$ cat config.mk
export PLATFORM = sky130hd
export DESIGN_NAME = vcxo_lock_monitor
export DESIGN_NICKNAME = d
export VERILOG_FILES = /design/src/rtl/vcxo_lock_monitor.sv
export SDC_FILE = /design/constraint.sdc
export NUM_CORES = 1
export LEC_CHECK = 0
export ABC_CLOCK_PERIOD_IN_PS = 3600
export CORE_ASPECT_RATIO = 0.7
export CORE_MARGIN = 10
export CORE_UTILIZATION = 50
export DETAILED_ROUTE_END_ITERATION = 6
export DONT_BUFFER_PORTS = 1
export SLEW_MARGIN = 25
export SYNTH_ARGS = -nofsm -noshare
export SYNTH_HDL_FRONTEND = slang
export SYNTH_SLANG_ARGS = --single-unit
$ cat constraint.sdc
create_clock -name clk_in -period 3.6 [get_ports clk_in]
set_clock_uncertainty 0.2 [all_clocks]
set_input_delay 0.54 -clock clk_in [delete_from_list [all_inputs] [get_ports clk_in]]
set_output_delay 0.54 -clock clk_in [all_outputs]
set_load 0.01 [all_outputs]
$ cat src/rtl/vcxo_lock_monitor.sv
// Lock qualifier for the VCXO/TCXO discipline loop: hysteretic lock, stall detect, PWM rail alarm, peak error.
// Optional lock_history shift register enabled by defining VCXO_LOCK_HISTORY_EN.
`timescale 1ns/1ps
module vcxo_lock_monitor #(
    parameter int LOCK_THRESH    = 8,
    parameter int LOCK_COUNT     = 4,
    parameter int UNLOCK_COUNT   = 3,
    parameter int TIMEOUT_CYCLES = 25000000,
    parameter int PWM_MAX        = 122880
) (
    input  logic               clk_in,
    input  logic               reset_n,
    input  logic signed [23:0] freq_error,
    input  logic               freq_error_valid,
    input  logic signed [23:0] PWM,
    input  logic               peak_clear,
    output logic               locked,
    output logic               lock_lost,
    output logic               stalled,
    output logic               rail_alarm,
    output logic [23:0]        peak_error,
    output logic [1:0]         state_out
`ifdef VCXO_LOCK_HISTORY_EN
    ,
    output logic [15:0]        lock_history
`endif
);

    localparam int TW = $clog2(TIMEOUT_CYCLES + 1);
    localparam int GW = $clog2(LOCK_COUNT + 1);
    localparam int BW = $clog2(UNLOCK_COUNT + 1);

    localparam logic [TW-1:0]        TIMEOUT_MAX  = TW'(TIMEOUT_CYCLES);
    localparam logic [TW-1:0]        TIMEOUT_LAST = TW'(TIMEOUT_CYCLES - 1);
    localparam logic [GW-1:0]        GOOD_TARGET  = GW'(LOCK_COUNT);
    localparam logic [BW-1:0]        BAD_TARGET   = BW'(UNLOCK_COUNT);
    localparam logic [23:0]          THRESH       = 24'(LOCK_THRESH);
    localparam logic signed [23:0]   PWM_MAX_S    = 24'(PWM_MAX);

    typedef enum logic [1:0] {
        ST_UNLOCKED = 2'd0,
        ST_LOCKED   = 2'd1,
        ST_STALLED  = 2'd2,
        ST_UNUSED   = 2'd3
    } state_t;

    state_t         state_reg;
    logic [TW-1:0]  timer_reg;
    logic [GW-1:0]  good_cnt_reg;
    logic [BW-1:0]  bad_cnt_reg;
    logic           locked_reg;
    logic           lock_lost_reg;
    logic           stalled_reg;
    logic           rail_alarm_reg;
    logic [23:0]    peak_error_reg;

    logic [23:0]    abs_err;
    logic           sample_good;
    logic           rail_cond;
    logic           stall_hit;
    logic [GW-1:0]  good_cnt_inc;
    logic [BW-1:0]  bad_cnt_inc;

    // The most negative code has no positive twin, so it clamps to full scale.
    always_comb begin
        abs_err = freq_error;
        if (freq_error == 24'sh800000)
            abs_err = 24'h7FFFFF;
        else if (freq_error[23])
            abs_err = $unsigned(-freq_error);
    end

    assign sample_good  = (abs_err <= THRESH);
    assign rail_cond    = (PWM <= 24'sd0) || (PWM >= PWM_MAX_S);
    // A strobe on the expiry cycle resets the timer, so it suppresses the stall.
    assign stall_hit    = !freq_error_valid && (timer_reg >= TIMEOUT_LAST);
    assign good_cnt_inc = (good_cnt_reg == GOOD_TARGET) ? good_cnt_reg : good_cnt_reg + 1'b1;
    assign bad_cnt_inc  = (bad_cnt_reg == BAD_TARGET) ? bad_cnt_reg : bad_cnt_reg + 1'b1;

    always_ff @(posedge clk_in or negedge reset_n) begin
        if (!reset_n) begin
            state_reg      <= ST_UNLOCKED;
            timer_reg      <= '0;
            good_cnt_reg   <= '0;
            bad_cnt_reg    <= '0;
            locked_reg     <= 1'b0;
            lock_lost_reg  <= 1'b0;
            stalled_reg    <= 1'b0;
            rail_alarm_reg <= 1'b0;
            peak_error_reg <= '0;
        end else begin
            lock_lost_reg <= 1'b0;

            if (freq_error_valid)
                timer_reg <= '0;
            else if (timer_reg != TIMEOUT_MAX)
                timer_reg <= timer_reg + 1'b1;

            case (state_reg)
                // good_cnt is already zero in STALLED, so the returning sample counts as the first one.
                ST_UNLOCKED, ST_STALLED: begin
                    if (freq_error_valid) begin
                        stalled_reg <= 1'b0;
                        if (sample_good && good_cnt_inc == GOOD_TARGET) begin
                            state_reg    <= ST_LOCKED;
                            locked_reg   <= 1'b1;
                            good_cnt_reg <= '0;
                        end else begin
                            state_reg    <= ST_UNLOCKED;
                            good_cnt_reg <= sample_good ? good_cnt_inc : '0;
                        end
                    end else if (stall_hit && state_reg == ST_UNLOCKED) begin
                        state_reg    <= ST_STALLED;
                        stalled_reg  <= 1'b1;
                        good_cnt_reg <= '0;
                        bad_cnt_reg  <= '0;
                    end
                end
                ST_LOCKED: begin
                    if (freq_error_valid) begin
                        if (sample_good) begin
                            bad_cnt_reg <= '0;
                        end else if (bad_cnt_inc == BAD_TARGET) begin
                            state_reg     <= ST_UNLOCKED;
                            locked_reg    <= 1'b0;
                            lock_lost_reg <= 1'b1;
                            bad_cnt_reg   <= '0;
                        end else begin
                            bad_cnt_reg <= bad_cnt_inc;
                        end
                    end else if (stall_hit) begin
                        state_reg     <= ST_STALLED;
                        stalled_reg   <= 1'b1;
                        locked_reg    <= 1'b0;
                        lock_lost_reg <= 1'b1;
                        good_cnt_reg  <= '0;
                        bad_cnt_reg   <= '0;
                    end
                end
                default: begin
                    state_reg    <= ST_UNLOCKED;
                    locked_reg   <= 1'b0;
                    stalled_reg  <= 1'b0;
                    good_cnt_reg <= '0;
                    bad_cnt_reg  <= '0;
                end
            endcase

            if (peak_clear)
                rail_alarm_reg <= rail_cond;
            else if (rail_cond)
                rail_alarm_reg <= 1'b1;

            if (peak_clear)
                peak_error_reg <= freq_error_valid ? abs_err : '0;
            else if (freq_error_valid && abs_err > peak_error_reg)
                peak_error_reg <= abs_err;
        end
    end

    assign locked     = locked_reg;
    assign lock_lost  = lock_lost_reg;
    assign stalled    = stalled_reg;
    assign rail_alarm = rail_alarm_reg;
    assign peak_error = peak_error_reg;
    assign state_out  = state_reg;

`ifdef VCXO_LOCK_HISTORY_EN
    logic [15:0] history_reg;

    always_ff @(posedge clk_in or negedge reset_n) begin
        if (!reset_n)
            history_reg <= '0;
        else if (freq_error_valid)
            history_reg <= {history_reg[14:0], sample_good};
    end

    assign lock_history = history_reg;
`endif

endmodule

==> results of run 1 <==
[synthesized netlist by cell type (5+ instances only)]
| master | count | area, µm² |
|---|---|---|
| a31oi_1 | 5 | 31.3 |
| dfrtp_1 | 60 | 1500 |
| nand3_1 | 23 | 115 |
| nor2_1 | 79 | 297 |
| nand4_1 | 12 | 75.1 |
| xnor2_1 | 16 | 140 |
| a311oi_1 | 20 | 175 |
| or3_1 | 9 | 56.3 |
| nand2_1 | 54 | 203 |
| nor3_1 | 18 | 90.1 |
| inv_1 | 42 | 158 |
| clkbuf_1 | 29 | 109 |
| ha_1 | 29 | 363 |
| o21ai_0 | 21 | 105 |
| nor4_1 | 10 | 62.6 |
| and3_1 | 5 | 31.3 |
| or4_1 | 6 | 45.0 |
| a211oi_1 | 9 | 67.6 |
| nor2b_1 | 7 | 43.8 |
| xor2_1 | 25 | 219 |
| a21oi_1 | 21 | 105 |
[worst max-delay path, cell delays in order]
cell and delay (ns):
or4_4 0.56, nor4_4 0.34, nand2_2 0.14, o31ai_2 0.23, xor2_1 0.30, nand2_1 0.10, ha_1 0.28, nand4_1 0.11
nor3_2 0.15, nand4_1 0.16, o41a_1 0.39, o211a_1 0.14, a211o_4 0.30, buf_12 0.17, a311oi_1 0.26
[per-layer routing]
metal / up-vias / share of wire / global-route usage
met4: 0 / 0.0089 / 0.0446
li1: 2182 / - / -
met3: 11 / 0.099 / 0.0762
met2: 162 / 0.42 / 0.278
met1: 2193 / 0.48 / 0.295
met5: - / 0 / 0
[power groups by stage]
stage	Clock (mW)	Combinational, mW	Sequential (mW)
global route	0.988	0.540	0.814
CTS	0.959	0.437	0.804
finish	0.943	0.482	0.805
global placement	0	0.381	0.813
detailed placement	0	0.394	0.814
floorplan	0	0.296	0.790
[what timing repair did]
action	CTS	global route
hold endpoints to repair	60	0
gates cloned	0	1
gates resized for setup	8	27
hold buffers	2	0
buffers inserted	7	10
pin swaps	7	4
endpoints found under the setup margin	24	24
[logic make-up (layout without fill, tap and decap cells)]
kind of cell | after synthesis | count (layout) | share of synthesized area
AND/OR/NAND/NOR | 248 | 248 | 0.268
AO/OA/AOI/OAI | 116 | 116 | 0.184
buffers and inverters | 74 | 140 | 0.0606
flip-flops | 60 | 60 | 0.322
XOR/XNOR | 41 | 41 | 0.0769
adder cells (fa/ha/maj) | 29 | 29 | 0.0777
multiplexers | 5 | 5 | 0.0110
[cell type report]
class                           instances  area (µm²)  area share
Clock buffer                            9         225      0.0383
Clock inverter                          7         100      0.0170
Inverter                               42         158      0.0268
Multi-Input combinational cell        439        3070       0.522
Sequential cell                        60        1500       0.256
Tap cell                              124         155      0.0264
Timing Repair Buffer                   82         668       0.114
[final timing paths]
kind,start,to,cells after the start
setup / recovery,freq_error[9],peak_error[4]$_DFFE_PN0P_,15
hold / removal,freq_error_valid,timer_reg[2]$_DFFE_PN0P_,1
setup reg to reg,peak_error[19]$_DFFE_PN0P_,peak_error[4]$_DFFE_PN0P_,10
hold reg to reg,bad_cnt_reg[0]$_DFFE_PN0P_,bad_cnt_reg[0]$_DFFE_PN0P_,1
max in group asynchronous,reset_n,timer_reg[21]$_DFFE_PN0P_,2
min in group asynchronous,reset_n,peak_error[5]$_DFFE_PN0P_,2
[per-stage QoR]
step                power, mW  setup WS, ns
floorplan                1.09        -0.763
global placement         1.19        -0.810
detailed placement       1.21        -0.994
CTS                      2.20        -0.486
global route             2.34        -0.693
finish                   2.23        -0.548
==> qor.yml, run 1 <==
status: "finished with violations"
violations: "negative setup slack"
syn-cell-area_um2: 4670
hp-class: "in -> reg"
numPlacedInstances: 727
synth_cells: 573
die_h_um: 101
ant_nets: 0
path_max_fanout: 15
grt_max_degree: 61
relSlewSlack: 0.586
rsz0062_at_grt: "yes"
worstPathRequired_ns: 3.63
path_class: "in -> reg"
p_int_mw: 1.57
routedWlPerCell_um: 18.7
wirelength_um: 14300
r2r_slack_ns: 0.66
clkPwrFrac: 0.423
ys_types: 66
finalSetupViolCount: 24
placed_area_um2: 5190
yosys_warnings: 0
syn_avg_cell_area_um2: 8.15
portBuffers: 0
coreArea_um2: 9070
pwr-share-comb: 0.216
final_area_um2: 5870
num_vias: 4548
final_nets: 715
drt_pass1_iterations: 5
clock-sinks: 60
p_leak_nw: 2.61
largest_reg_flops: 25
sequentialPowerShare: 0.361
fin_hold_ws_ns: 0.0690
cts-root-buf: "clkbuf_16"
rows: 29
power_density_nw_per_um2: 380
grt.overflow.total: 0
antenna_found_initial: 0
cts.clk_slew.worst_paths_ns: 0.06
setup_tns_ns: -12.06
worst_slack_ns: -0.548
synth-seq-area-share: 0.322
area_growth_pct: 25.8
syn-num-nets: 654
grt_usage: 0.204
cts_tree: "built"
power_switching_mw: 0.657
drive_gt1_frac: 0.232
cts_buffers: 9
hpwl_um: 10400
htree_num_levels: 3
synth-edff-count: 0
layout_worst_path_cycle_share: 1.15
critPathArrivalTime_ns: 4.18
layout_common_cells: "buf_4, nor2_1, dfrtp_1"
cts_buffer_depth: 2
die_area_um2: 13700
via_per_inst: 5.96
timing.final.hold_violations: 0
startpoint_type: "input pin"
diodes: 0
initial_core_util: 0.515
peakVddDrop_mv: 0.227
cap_viol_max_count: 0
drv_slew: 0
fin_util: 0.647
fmax_ghz: 0.241
drc: 0
grt_pass1_wl_um: 22400
clkLatencyLatePin_ns: 0.33
synth_seq_cells: 60
grt_pass1_vias: 4221
layout_commonest_cell: "buf_4"
layout.cells.non_filler: 763
tightest_slew_ns: 0.617
die_width_um: 135
first_iter_violations: 331
pin_count: 82
fill_cells: 758
period_minus_slack_ns: 4.15
swShare: 0.295
synthFlopType: "dfrtp_1"
cp-end-kind: "flop"
place.gp.congestion: 0.950
async_reset_ff_frac: 1.00
(Power assumes the default switching activity.)
==> inputs of run 2 (changes only) <==
- ABC_AREA: default -> 1
==> qor.yml, run 2 <==
status: "completed"  # was finished with violations
relSlewSlack: 0.451  # was 0.586
synth_seq_cells: 60  # unchanged
worstPathRequired_ns: 3.60  # was 3.63 ns
drv_slew: 0  # unchanged
cap_viol_max_count: 0  # unchanged
yosys_warnings: 0  # unchanged
path_class: "in -> reg"  # unchanged
drt_pass1_iterations: 6  # was 5
ys_types: 42  # was 66
worst_slack_ns: 0.244  # was -0.548 ns
final_nets: 770  # was 715
ant_nets: 0  # unchanged
crit_path_top_delay_cell: "nor4_4"  # was or4_4
diodes: 0  # unchanged
tightest_slew_ns: 0.823  # was 0.617 ns
wirelength_um: 13700  # was 14,300 µm
p_int_mw: 1.45  # was 1.57 mW
die_h_um: 101  # about the same
die_width_um: 136  # was 135 µm
syn-num-nets: 763  # was 654
cts_buffer_depth: 2  # unchanged
cts-root-buf: "clkbuf_16"  # unchanged
cp-end-kind: "flop"  # unchanged
cts_buffers: 9  # unchanged
clock-sinks: 60  # unchanged
layout_common_cells: "nand2_1, inv_1, nor2_1"  # was buf_4, nor2_1, dfrtp_1
antenna_found_initial: 0  # unchanged
place.gp.congestion: 0.959  # was 0.950
period_minus_slack_ns: 3.36  # was 4.15 ns
p_leak_nw: 2.50  # was 2.61 nW
final_area_um2: 5300  # was 5870 µm²
crit_family: "simple AND/OR/NAND/NOR gates"  # unchanged
area_growth_pct: 13.1  # was 25.8%
cp_cell_sequence: "clkinvlp_4 -> ha_4 -> nand2_4 -> nor2_8 -> nand3_4 -> nor2_4 -> nand2_8 -> nand2_1 -> nor2_2 -> inv_1 -> ha_1 -> nand2_1 -> nor2_2 -> nand4_1 -> nor4_4 -> a41oi_2 -> nand2_1 -> nand2_4 -> buf_12 -> nand3_1 -> o21ai_0"  # was or4_4 -> nor4_4 -> nand2_2 -> o31ai_2 -> xor2_1 -> nand2_1 -> ha_1 -> nand4_1 -> nor3_2 -> nand4_1 -> o41a_1 -> o211a_1 -> a211o_4 -> buf_12 -> a311oi_1
async_reset_ff_frac: 1.00  # unchanged
grt_pass1_vias: 4180  # was 4,221
synth-edff-count: 0  # unchanged
grt_usage: 0.197  # was 0.204
syn_avg_cell_area_um2: 6.88  # was 8.15 µm²
synth-seq-area-share: 0.320  # was 0.322
via_per_inst: 5.69  # was 5.96
power_density_nw_per_um2: 395  # was 380 nW/µm²
pwr-share-comb: 0.202  # was 0.216
swShare: 0.306  # was 0.295
peakVddDrop_mv: 0.257  # was 0.227 mV
cts.clk_slew.worst_paths_ns: 0.05  # was 0.06 ns
clkLatencyLatePin_ns: 0.33  # about the same
finalSetupViolCount: 0  # was 24
cpMostUsedCell: "nand2_1"  # was nand4_1
drc: 0  # unchanged
power_switching_mw: 0.642  # was 0.657 mW
grt_max_degree: 61  # unchanged
drive_gt1_frac: 0.117  # was 0.232
synth_top_area_cell: "dfrtp_1"  # unchanged
pin_count: 82  # unchanged
die_area_um2: 13700  # about the same
coreArea_um2: 9110  # was 9070 µm²
placed_area_um2: 4840  # was 5190 µm²
synth_most_common_cell: "nand2_1"  # was nor2_1
rows: 29  # unchanged
layout_worst_path_cycle_share: 0.932  # was 1.15
grt.overflow.total: 0  # unchanged
startpoint_type: "input pin"  # unchanged
pre_cts_ws_ns: -0.191  # was -0.994 ns
r2r-start: "peak_error[23]$_DFFE_PN0P_"  # was peak_error[19]$_DFFE_PN0P_
cts_tree: "built"  # unchanged
fill_cells: 885  # was 758
hpwl_um: 10700  # was 10,400 µm
first_iter_violations: 426  # was 331
syn-cell-area_um2: 4690  # was 4670 µm²
fmax_ghz: 0.298  # was 0.241 GHz
startpoint: "freq_error[0]"  # was freq_error[9]
portBuffers: 0  # unchanged
critPathArrivalTime_ns: 3.36  # was 4.18 ns
layout_commonest_cell: "nand2_1"  # was buf_4
hp-class: "in -> reg"  # unchanged
hp-start: "freq_error_valid"  # unchanged
grt_pass1_wl_um: 21700  # was 22,400 µm
synth_top_area_share: 0.320  # was 0.322
synthFlopType: "dfrtp_1"  # unchanged
initial_core_util: 0.515  # about the same
crit_path_max_incr_delay_ns: 0.36  # was 0.56 ns
num_vias: 4655  # was 4,548
synth_common_cells: "nand2_1, inv_1, nor2_1, dfrtp_1, nand3_1"  # was nor2_1, dfrtp_1, nand2_1, inv_1
htree_num_levels: 3  # unchanged
crit_buf_inv: 3  # was 1
sequentialPowerShare: 0.379  # was 0.361
timing.final.hold_violations: 0  # unchanged
synth_cells: 682  # was 573
netlist_top_cells_area: "dfrtp_1, nand2_1, ha_1"  # was dfrtp_1, ha_1, nor2_1
path_max_fanout: 16  # was 15
clkPwrFrac: 0.419  # was 0.423
routedWlPerCell_um: 16.8  # was 18.7 µm
largest_reg_flops: 25  # unchanged
## run 2: changes by cell type after synthesis, moves of 11 or more
cell / previous run / this run
nand2_1: 54 / 143
inv_1: 42 / 93
nand3_1: 23 / 59
o21ai_0: 21 / 47
xor2_1: 25 / 4
a311oi_1: 20 / 0
clkbuf_1: 29 / 9
xnor2_1: 16 / 0
nand2_2: 0 / 11
## run 2: through the flow
| step | cells | utilization | hold WS, ns | TNS, ns | power, mW |
|---|---|---|---|---|---|
| 2_1_floorplan | 682 | - | 0.0444 | 0 | 1.06 |
| 3_3_place_gp | 796 | 0.532 | 0.0471 | -0.276 | 1.18 |
| 3_5_place_dp | 796 | 0.532 | 0.0472 | -3.98 | 1.18 |
| 4_1_cts | 814 | 0.569 | 0.0711 | 0 | 2.09 |
| 5_1_grt | 818 | 0.582 | 0.0680 | -0.0446 | 2.21 |
| 6_report | 818 | 0.582 | 0.0816 | 0 | 2.10 |
## run 2: cell type report
cell class | instances | area (µm²) | area share
Clock inverter | 4 | 47.5 | 0.00896
Multi-Input combinational cell | 511 | 2820 | 0.532
Timing Repair Buffer | 12 | 155 | 0.0293
Inverter | 95 | 364 | 0.0686
Clock buffer | 12 | 256 | 0.0484
Tap cell | 124 | 155 | 0.0293
Sequential cell | 60 | 1500 | 0.283
## run 2: kinds of logic after synthesis
logic type / after synthesis / synth area share
fa+ha+maj: 29 / 0.0774
xor+xnor: 4 / 0.00747
buf+inv: 111 / 0.0918
simple gates: 379 / 0.388
flops: 60 / 0.320
compound gates: 99 / 0.115
## run 2: worst reg2reg max path: cells and delay by family, from the launching register on
kind,cells,cell delay [ns]
AOI/OAI and AO/OA,2,0.27
DFF,1,0.45
buffers and inverters,2,0.24
adders and majority gates,1,0.30
and+or+nand+nor,7,1.12
## run 2: timing repair
item,in CTS,in global routing
setup buffers,0,3
endpoints found under the setup margin,0,24
hold endpoints to repair,60,0
hold buffers,2,0
resized for setup,0,18
## run 2: path summary, 6_finish.rpt
path,to,cells after the start,slack [ns]
max in group asynchronous,timer_reg[24]$_DFFE_PN0P_,2,2.39
worst min-delay path,timer_reg[10]$_DFFE_PN0P_,1,0.08
worst min register to register,timer_reg[21]$_DFFE_PN0P_,1,0.29
min in group asynchronous,peak_error[11]$_DFFE_PN0P_,2,0.54
worst max-delay path,peak_error[13]$_DFFE_PN0P_,21,0.24
worst max register to register,peak_error[13]$_DFFE_PN0P_,12,0.89
## run 2: per-layer routing
metal	GRT usage	wire, µm	up-vias
met5	0	0	-
met4	0.0503	162	0
met3	0.0847	1610	16
met2	0.256	5260	195
met1	0.286	6710	2174
li1	-	-	2270
## run 2: power groups by stage
stage                     clock (mW)  combinational (mW)  sequential (mW)
after floorplan                    0               0.279            0.785
after global placement             0               0.369            0.806
after detailed placement           0               0.374            0.807
after CTS                      0.897               0.396            0.796
after global routing           0.928               0.479            0.803
final                          0.879               0.424            0.794
==> inputs of run 3 (changes only) <==
- CAP_MARGIN: default -> 0
==> results of run 3 <==
Final layout, timing and power as in run 2 (identical DEF).
